==> src/rtl/config_pkg.sv <==
// Core-wide CSR bus types shared by every CSR-mapped peripheral.
package config_pkg;
  typedef logic [31:0] word;
  typedef logic [4:0]  r;
  typedef logic [11:0] CsrAddrT;
endpackage

==> src/rtl/decoder_pkg.sv <==
// CSR operation encoding produced by the instruction decoder.
package decoder_pkg;
  typedef enum logic [2:0] {
    CSR_RW  = 3'd1,
    CSR_RS  = 3'd2,
    CSR_RC  = 3'd3,
    CSR_RWI = 3'd5,
    CSR_RSI = 3'd6,
    CSR_RCI = 3'd7
  } csr_op_t;
endpackage

==> src/rtl/uart_pkg.sv <==
// Shared types, register field positions and default addresses for the CSR UART transmitter.
package uart_pkg;
  import config_pkg::*;

  typedef enum logic [2:0] {IDLE, START, DATA, PARITY, STOP} state_t;
  typedef enum logic [1:0] {PAR_NONE = 2'd0, PAR_EVEN = 2'd1, PAR_ODD = 2'd2, PAR_NONE3 = 2'd3} ParityT;

  localparam int CfgPreLsb  = 0;
  localparam int CfgPreMsb  = 15;
  localparam int CfgParLsb  = 16;
  localparam int CfgParMsb  = 17;
  localparam int CfgStop    = 18;
  localparam int CfgBitsLsb = 19;
  localparam int CfgBitsMsb = 21;
  localparam word CfgWriteMask = 32'h003F_FFFF;

  localparam int StatBusy = 29;
  localparam int StatFull = 30;
  localparam int StatOvf  = 31;

  localparam CsrAddrT DefDataAddr = 12'h051;
  localparam CsrAddrT DefCfgAddr  = 12'h052;
  localparam CsrAddrT DefStatAddr = 12'h053;

  // Index of the last data bit; encodings 4-7 saturate to 8 data bits.
  function automatic logic [2:0] data_msb(logic [2:0] enc);
    return enc[2] ? 3'd7 : ({1'b0, enc[1:0]} + 3'd4);
  endfunction

  function automatic logic [7:0] data_mask(logic [2:0] msb);
    return 8'hFF >> (3'd7 - msb);
  endfunction

  function automatic word cfg_default(logic [15:0] prescaler);
    word w;
    w = '0;
    w[CfgPreMsb:CfgPreLsb]   = prescaler;
    w[CfgBitsMsb:CfgBitsLsb] = 3'd3;
    return w;
  endfunction
endpackage

==> src/rtl/uart_tx_csr_if.sv <==
// CSR bus bundle between the decoder (master) and a CSR-mapped peripheral (slave).
interface uart_tx_csr_if
  import config_pkg::*, decoder_pkg::*;
();
  logic    csr_enable;
  CsrAddrT csr_addr;
  csr_op_t csr_op;
  r        rs1_zimm;
  word     rs1_data;
  word     csr_out;

  modport master (output csr_enable, csr_addr, csr_op, rs1_zimm, rs1_data, input csr_out);
  modport slave  (input csr_enable, csr_addr, csr_op, rs1_zimm, rs1_data, output csr_out);
endinterface

==> src/rtl/uart_tx_fifo.sv <==
// Character FIFO; a push while full is accepted only when a pop frees a slot in the same cycle.
module uart_tx_fifo #(
  parameter int Depth = 8
) (
  input  logic                   clk,
  input  logic                   reset,
  input  logic                   push,
  input  logic                   pop,
  input  logic [7:0]             wdata,
  output logic [7:0]             rdata,
  output logic [$clog2(Depth):0] count,
  output logic                   full,
  output logic                   empty
);
  localparam int AW = $clog2(Depth);

  logic [7:0]    mem [Depth];
  logic [AW-1:0] wptr;
  logic [AW-1:0] rptr;
  logic          do_push;
  logic          do_pop;

  always_comb begin
    full    = (count == (AW+1)'(Depth));
    empty   = (count == '0);
    do_pop  = pop && !empty;
    do_push = push && (!full || do_pop);
    rdata   = mem[rptr];
  end

  always_ff @(posedge clk) begin
    if (!reset) begin
      wptr  <= '0;
      rptr  <= '0;
      count <= '0;
    end else begin
      if (do_push) wptr <= wptr + AW'(1);
      if (do_pop)  rptr <= rptr + AW'(1);
      count <= count + (AW+1)'(do_push) - (AW+1)'(do_pop);
    end
  end

  always_ff @(posedge clk) begin
    if (do_push) mem[wptr] <= wdata;
  end
endmodule

==> src/rtl/uart_tx_csr.sv <==
// CSR-mapped UART transmitter: data/cfg/status CSRs, character FIFO and frame serialiser.
//   state  | meaning
//   IDLE   | line high; pops the next character and latches Cfg
//   START  | start bit (0)
//   DATA   | data bits, LSB first
//   PARITY | parity bit, only when parity is enabled
//   STOP   | one or two stop bits (1)
module uart_tx_csr
  import config_pkg::*, decoder_pkg::*, uart_pkg::*;
#(
  parameter int          Depth          = 8,
  parameter CsrAddrT     DataAddr       = DefDataAddr,
  parameter CsrAddrT     CfgAddr        = DefCfgAddr,
  parameter CsrAddrT     StatAddr       = DefStatAddr,
  parameter logic [15:0] ResetPrescaler = 16'd0
) (
  input  logic          clk,
  input  logic          reset,
  uart_tx_csr_if.slave  bus,
  output logic          tx,
  output logic          done_irq
);
  localparam int CW = $clog2(Depth) + 1;

  word           operand;
  word           cfg;
  word           cfg_wr;
  word           stat;
  logic          cfg_sel;
  logic          stat_sel;
  logic          push;
  logic          pop;
  logic          full;
  logic          empty;
  logic          overflow;
  logic          ovf_clr;
  logic [7:0]    fifo_data;
  logic [CW-1:0] count;

  state_t        state;
  state_t        state_next;
  logic [15:0]   pre_q;
  logic [15:0]   baud_cnt;
  logic [2:0]    bit_cnt;
  logic [7:0]    shreg;
  logic          par_en;
  logic          par_bit;
  logic          stop_cnt;
  logic          bit_end;
  logic [2:0]    cfg_msb;
  ParityT        cfg_par;

  always_comb begin
    operand  = (bus.csr_op inside {CSR_RWI, CSR_RSI, CSR_RCI}) ? {27'd0, bus.rs1_zimm} : bus.rs1_data;
    push     = bus.csr_enable && (bus.csr_addr == DataAddr);
    cfg_sel  = bus.csr_enable && (bus.csr_addr == CfgAddr);
    stat_sel = bus.csr_enable && (bus.csr_addr == StatAddr);
    ovf_clr  = stat_sel && (bus.csr_op inside {CSR_RC, CSR_RCI}) && operand[StatOvf];
    case (bus.csr_op)
      CSR_RW, CSR_RWI: cfg_wr = operand;
      CSR_RS, CSR_RSI: cfg_wr = cfg | operand;
      CSR_RC, CSR_RCI: cfg_wr = cfg & ~operand;
      default:         cfg_wr = cfg;
    endcase
  end

  always_ff @(posedge clk) begin
    if (!reset) begin
      cfg      <= cfg_default(ResetPrescaler);
      overflow <= 1'b0;
    end else begin
      if (cfg_sel) cfg <= cfg_wr & CfgWriteMask;
      if (push && full && !pop) overflow <= 1'b1;
      else if (ovf_clr)         overflow <= 1'b0;
    end
  end

  uart_tx_fifo #(.Depth(Depth)) u_fifo (
    .clk   (clk),
    .reset (reset),
    .push  (push),
    .pop   (pop),
    .wdata (operand[7:0]),
    .rdata (fifo_data),
    .count (count),
    .full  (full),
    .empty (empty)
  );

  always_comb begin
    stat              = '0;
    stat[CW-1:0]      = count;
    stat[StatBusy]    = (state != IDLE);
    stat[StatFull]    = full;
    stat[StatOvf]     = overflow;
    bus.csr_out       = '0;
    if (bus.csr_addr == CfgAddr)       bus.csr_out = cfg;
    else if (bus.csr_addr == StatAddr) bus.csr_out = stat;
  end

  always_comb begin
    cfg_msb    = data_msb(cfg[CfgBitsMsb:CfgBitsLsb]);
    cfg_par    = ParityT'(cfg[CfgParMsb:CfgParLsb]);
    bit_end    = (baud_cnt == '0);
    state_next = state;
    pop        = 1'b0;
    tx         = 1'b1;
    done_irq   = 1'b0;
    case (state)
      IDLE: begin
        if (!empty) begin
          pop        = 1'b1;
          state_next = START;
        end
      end
      START: begin
        tx = 1'b0;
        if (bit_end) state_next = DATA;
      end
      DATA: begin
        tx = shreg[0];
        if (bit_end && bit_cnt == '0) state_next = par_en ? PARITY : STOP;
      end
      PARITY: begin
        tx = par_bit;
        if (bit_end) state_next = STOP;
      end
      STOP: begin
        if (bit_end && !stop_cnt) begin
          state_next = IDLE;
          done_irq   = empty;
        end
      end
      default: state_next = IDLE;
    endcase
  end

  // Cfg fields are captured at pop so mid-frame writes only affect later frames.
  always_ff @(posedge clk) begin
    if (!reset) begin
      state    <= IDLE;
      pre_q    <= '0;
      baud_cnt <= '0;
      bit_cnt  <= '0;
      shreg    <= '0;
      par_en   <= 1'b0;
      par_bit  <= 1'b0;
      stop_cnt <= 1'b0;
    end else begin
      state <= state_next;
      if (pop) begin
        pre_q    <= cfg[CfgPreMsb:CfgPreLsb];
        baud_cnt <= cfg[CfgPreMsb:CfgPreLsb];
        bit_cnt  <= cfg_msb;
        shreg    <= fifo_data;
        par_en   <= (cfg_par == PAR_EVEN) || (cfg_par == PAR_ODD);
        par_bit  <= (^(fifo_data & data_mask(cfg_msb))) ^ (cfg_par == PAR_ODD);
        stop_cnt <= cfg[CfgStop];
      end else if (state != IDLE) begin
        baud_cnt <= bit_end ? pre_q : baud_cnt - 16'd1;
        if (bit_end && state == DATA) begin
          shreg   <= shreg >> 1;
          bit_cnt <= bit_cnt - 3'd1;
        end
        if (bit_end && state == STOP) stop_cnt <= 1'b0;
      end
    end
  end
endmodule

==> src/flat_wrapper.sv <==
// flat-port wrapper written by rule: the top's interface ports become plain ports
module uart_tx_csr_flat import config_pkg::*, decoder_pkg::*, uart_pkg::*;
#(
  parameter int          Depth          = 8,
  parameter CsrAddrT     DataAddr       = DefDataAddr,
  parameter CsrAddrT     CfgAddr        = DefCfgAddr,
  parameter CsrAddrT     StatAddr       = DefStatAddr,
  parameter logic [15:0] ResetPrescaler = 16'd0
)
  (clk, reset, tx, done_irq, bus_csr_enable, bus_csr_addr, bus_csr_op, bus_rs1_zimm, bus_rs1_data, bus_csr_out);
  uart_tx_csr_if bus_i ();
  input  logic clk;
  input  logic reset;
  output logic tx;
  output logic done_irq;
  input wire logic [$bits(bus_i.csr_enable)-1:0] bus_csr_enable;
  input wire logic [$bits(bus_i.csr_addr)-1:0] bus_csr_addr;
  input wire logic [$bits(bus_i.csr_op)-1:0] bus_csr_op;
  input wire logic [$bits(bus_i.rs1_zimm)-1:0] bus_rs1_zimm;
  input wire logic [$bits(bus_i.rs1_data)-1:0] bus_rs1_data;
  output wire logic [$bits(bus_i.csr_out)-1:0] bus_csr_out;
  assign bus_i.csr_enable = bus_csr_enable;
  assign bus_i.csr_addr = bus_csr_addr;
  assign bus_i.csr_op = bus_csr_op;
  assign bus_i.rs1_zimm = bus_rs1_zimm;
  assign bus_i.rs1_data = bus_rs1_data;
  assign bus_csr_out = bus_i.csr_out;
  uart_tx_csr #(.Depth(Depth), .DataAddr(DataAddr), .CfgAddr(CfgAddr), .StatAddr(StatAddr), .ResetPrescaler(ResetPrescaler)) u_core (.clk(clk), .reset(reset), .bus(bus_i), .tx(tx), .done_irq(done_irq));
endmodule
==> config.mk <==
export PLATFORM = sky130hd
export DESIGN_NAME = uart_tx_csr_flat
export DESIGN_NICKNAME = d
export VERILOG_FILES = /design/src/rtl/config_pkg.sv /design/src/rtl/decoder_pkg.sv /design/src/rtl/uart_pkg.sv /design/src/rtl/uart_tx_csr_if.sv /design/src/rtl/uart_tx_fifo.sv /design/src/rtl/uart_tx_csr.sv /design/src/flat_wrapper.sv
export SDC_FILE = /design/constraint.sdc
export NUM_CORES = 1
export LEC_CHECK = 0
export ABC_AREA = 1
export CAP_MARGIN = 0
export CORE_UTILIZATION = 63
export CTS_BUF_LIST = sky130_fd_sc_hd__clkbuf_8
export CTS_CLUSTER_DIAMETER = 50
export DETAILED_ROUTE_END_ITERATION = 8
export PLACE_DENSITY = 0.95
export RECOVER_POWER = 25
export SLEW_MARGIN = 20
export SYNTH_ARGS = -nofsm -noshare
export SYNTH_HDL_FRONTEND = slang
export SYNTH_SLANG_ARGS = --single-unit
==> constraint.sdc <==
create_clock -name clk -period 6.75 [get_ports clk]
set_clock_uncertainty 0.15 [all_clocks]
set_input_delay 1.6875 -clock clk [delete_from_list [all_inputs] [get_ports clk]]
set_output_delay 1.6875 -clock clk [all_outputs]
set_load 0.01 [all_outputs]
==> results.sh <==
export IMPL_outcome="complete, but fails checks"
export IMPL_violations="design-rule violations, max-capacitance violations, max-slew violations"
export IMPL_yosysTopAreaCellShare_pct=25.41
export IMPL_worst_pin_slew_ns=1.813
export IMPL_min_period_ns=6.117
export IMPL_grt_max_degree=55
export IMPL_vias_per_cell=6.018
export IMPL_grt_antenna_before_repair=0
export IMPL_power_density_nw_per_um2=348.7
export IMPL_clock_sinks=149
export IMPL_multi_input_area_um2=3193
export IMPL_wirelength_um=20260
export IMPL_dp_hpwl_um=13180
export IMPL_maxCapViolations=1
export IMPL_synth_most_common_cell="nand2_1"
export IMPL_hold_class="flop to flop"
export IMPL_nets=1110
export IMPL_post_cts_buffers=0
export IMPL_pwr_share_seq_pct=36.5
export IMPL_peakVddDrop_mv=0.1693
export IMPL_grt_total_usage_pct=33.75
export IMPL_netSwitchingPower_mw=1.274
export IMPL_row_count=39
export IMPL_placed_area_um2=8309
export IMPL_cts_clk_slew_worst_paths_ns=0.09
export IMPL_drive_gt1_share_pct=6.445
export IMPL_grt_pass1_vias=6863
export IMPL_num_vias=7210
export IMPL_max_slew_margin_rel_pct=-21.03
export IMPL_synth_common_cells="258 x nand2_1, 121 x inv_1, 87 x nor2_1, 85 x dfxtp_1, 84 x nand3_1"
export IMPL_drc=4
export IMPL_ios=89
export IMPL_synth_cells=980
export IMPL_root_buffer="clkbuf_8"
export IMPL_synth_area_top_cells="edfxtp_1 25%, dfxtp_1 23%, nand2_1 13%"
export IMPL_fp_dieH_um=111.6
export IMPL_p_int_mw=1.762
export IMPL_arrival_ns=4.28
export IMPL_critPathMaxFanout=21
export IMPL_die_w_um=111.6
export IMPL_cts_htree_levels=4
export IMPL_routabilityCongestion=0.8789
export IMPL_dp_cells=1165
export IMPL_yosys_area_top_type="edfxtp_1"
export IMPL_synth_edf_count=64
export IMPL_synthFlopType="dfxtp_1"
export IMPL_area_growth_pct=15.11
export IMPL_ys_seq_area_share_pct=47.92
export IMPL_synth_area_um2=7562
export IMPL_die_area_um2=12450
export IMPL_grt_pass1_wl_um=32890
export IMPL_detail_route_antenna_nets=0
export IMPL_num_antenna_cells=0
export IMPL_synth_distinct_cells=47
export IMPL_p_sw_share_pct=41.95
export IMPL_timing_final_crit_share_pct=90.62
export IMPL_coreArea_um2=11560
export IMPL_start_util_pct=65.39
export IMPL_final_setup_tns_ns=0
export IMPL_drt_pass1_iter_count=8
export IMPL_cts_hold_buf=0
export IMPL_grt_overflow_total=0
export IMPL_async_reset_ff_share_pct=0
export IMPL_fill_cells=715
export IMPL_seq_area_um2=3623
export IMPL_finalNonFillerCells=1198
export IMPL_drt_iter0_markers=835
export IMPL_io_buffers=72
export IMPL_yosysWarnings=0
export IMPL_finalHoldViolCount=0
export IMPL_share_comb_of_total_power_pct=40.3
export IMPL_wl_per_cell_um=16.91
export IMPL_finalInstanceArea_um2=8705
export IMPL_clkPwrFrac_pct=23.3
export IMPL_rsz0062_at_grt="false"
export IMPL_avgSynthCellArea_um2=7.717
export IMPL_cts_tree="done"
export IMPL_finalSetupViolations=0
export IMPL_ys_ff_latch=149
export IMPL_clockBufferDepth=2
export IMPL_cts_buffers=17
export IMPL_slew_viol_final=55
export IMPL_crit_required_ns=4.91
export IMPL_p_leak_nw=3.550
export IMPL_cp_end_kind="output pin"
export IMPL_critPathKind="primary input to output pin"
export IMPL_clock_latency_ns=0.47
export IMPL_cts_resized=0
export IMPL_fmax_mhz=163.5
export IMPL_critPathLaunchType="primary input"
==> power by group through the flow <==
stage / logic, mW / clock network (mW) / registers, mW
after floorplan: 0.925 / 0 / 1.10
after global placement: 1.12 / 0 / 1.12
after detailed placement: 1.18 / 0 / 1.12
after CTS: 1.20 / 0.705 / 1.10
after global routing: 1.37 / 0.737 / 1.12
final: 1.22 / 0.706 / 1.11
==> worst max-delay path, cell delays in order <==
cell             delay, ns
clkdlybuf4s50_1       0.40
nor2_1                0.14
nand2_1               0.07
nor4_1                0.43
nand3b_2              0.54
inv_1                 0.27
nand2_1               0.07
o21ai_0               0.09
clkdlybuf4s50_1       0.57
==> state kept, by name, summed over array words and instances, names as in the netlist, 3 cells and up, named ones only <==
| signal | flops |
|---|---|
| u_core.u_fifo.rptr | 3 |
| u_core.u_fifo.mem | 64 |
| u_core.u_fifo.wptr | 3 |
| u_core.baud_cnt | 16 |
| u_core.bit_cnt | 3 |
| u_core.state | 3 |
| u_core.u_fifo.count | 4 |
| u_core.cfg | 22 |
| u_core.shreg | 8 |
| u_core.pre_q | 16 |
==> worst paths after layout <==
kind	from	slack, ns	end	cells past startpoint
hold reg to reg	u_core.pre_q[4]$_SDFFE_PN0P_	0.32	u_core.pre_q[4]$_SDFFE_PN0P_	2
hold / removal	u_core.pre_q[4]$_SDFFE_PN0P_	0.32	u_core.pre_q[4]$_SDFFE_PN0P_	2
setup / recovery	bus_csr_addr[11]	0.63	bus_csr_out[1]	9
setup reg to reg	u_core.state[0]$_SDFFE_PN0P_	3.26	u_core.u_fifo.count[2]$_SDFF_PN0_	15
==> cell families (layout without fill, tap and decap cells) <==
kind of cell               after synthesis  in the layout  share of synthesized area (%)
xor gates and xnor gates                 9              9                          1.042
adders and majority gates               13             13                          2.250
and+or+nand+nor                        463            463                          26.54
DFF                                    149            149                          47.92
other                                    1              7                        0.04959
buffers and inverters                  179            248                          9.911
AOI/OAI and AO/OA                      166            166                          12.29
==> through the flow <==
stage | hold WS (ns) | utilization, % | worst slack, ns | total power, mW
after global placement | 0.2955 | 71.85 | 1.004 | 2.235
after floorplan | 0.2834 | - | 2.091 | 2.022
after CTS | 0.3144 | 75.33 | 0.9215 | 3.011
after global routing | 0.3296 | 75.27 | 0.3834 | 3.223
final | 0.3183 | 75.27 | 0.6330 | 3.036
after detailed placement | 0.3006 | 71.85 | 0.9354 | 2.303
==> layout make-up <==
| type | count | share of cell area (%) |
|---|---|---|
| inverter | 133 | 5.735 |
| tap | 143 | 2.055 |
| clock buffer | 17 | 2.688 |
| clock inverter | 15 | 1.940 |
| sequential | 149 | 41.63 |
| timing repair buffer | 83 | 9.271 |
| multi-input combinational | 658 | 36.68 |
==> per-layer routing <==
layer / wire (µm) / vias to the layer above / part of all wire [%] / GRT usage (%)
met2: 9737 / 513 / 48 / 55.88
met4: 774 / 0 / 3.8 / 17.03
met3: 2132 / 87 / 11 / 7.784
met5: 0 / - / 0 / 0
met1: 7620 / 3283 / 38 / 41.53
li1: - / 3327 / - / -
==> layout by cell type, fill, tap and decap left out, types with 2 or more instances in the layout <==
cell type | netlist | layout
inv_2 | 11 | 10
clkinv_2 | 0 | 2
clkinvlp_4 | 0 | 2
inv_8 | 0 | 2
nand3_1 | 84 | 84
nand4_1 | 4 | 4
buf_4 | 12 | 9
nor2_2 | 2 | 2
a211oi_1 | 3 | 3
nor2_1 | 87 | 88
nand2_1 | 258 | 258
o21ai_1 | 12 | 12
o21ai_0 | 55 | 55
inv_6 | 0 | 4
nor3_1 | 10 | 8
a31oi_1 | 32 | 32
o211ai_1 | 4 | 4
edfxtp_1 | 64 | 64
xor2_1 | 6 | 6
a21oi_1 | 49 | 49
clkdlybuf4s50_1 | 0 | 71
clkinv_4 | 0 | 3
clkbuf_8 | 0 | 17
dfxtp_1 | 85 | 85
xnor2_1 | 3 | 3
nor3_2 | 1 | 3
o311ai_0 | 2 | 2
o21bai_1 | 4 | 4
inv_1 | 121 | 122
conb_1 | 1 | 7
bufinv_16 | 0 | 2
nor4_1 | 2 | 3
nor2_4 | 4 | 3
ha_1 | 12 | 12
(Power assumes the default switching activity.)
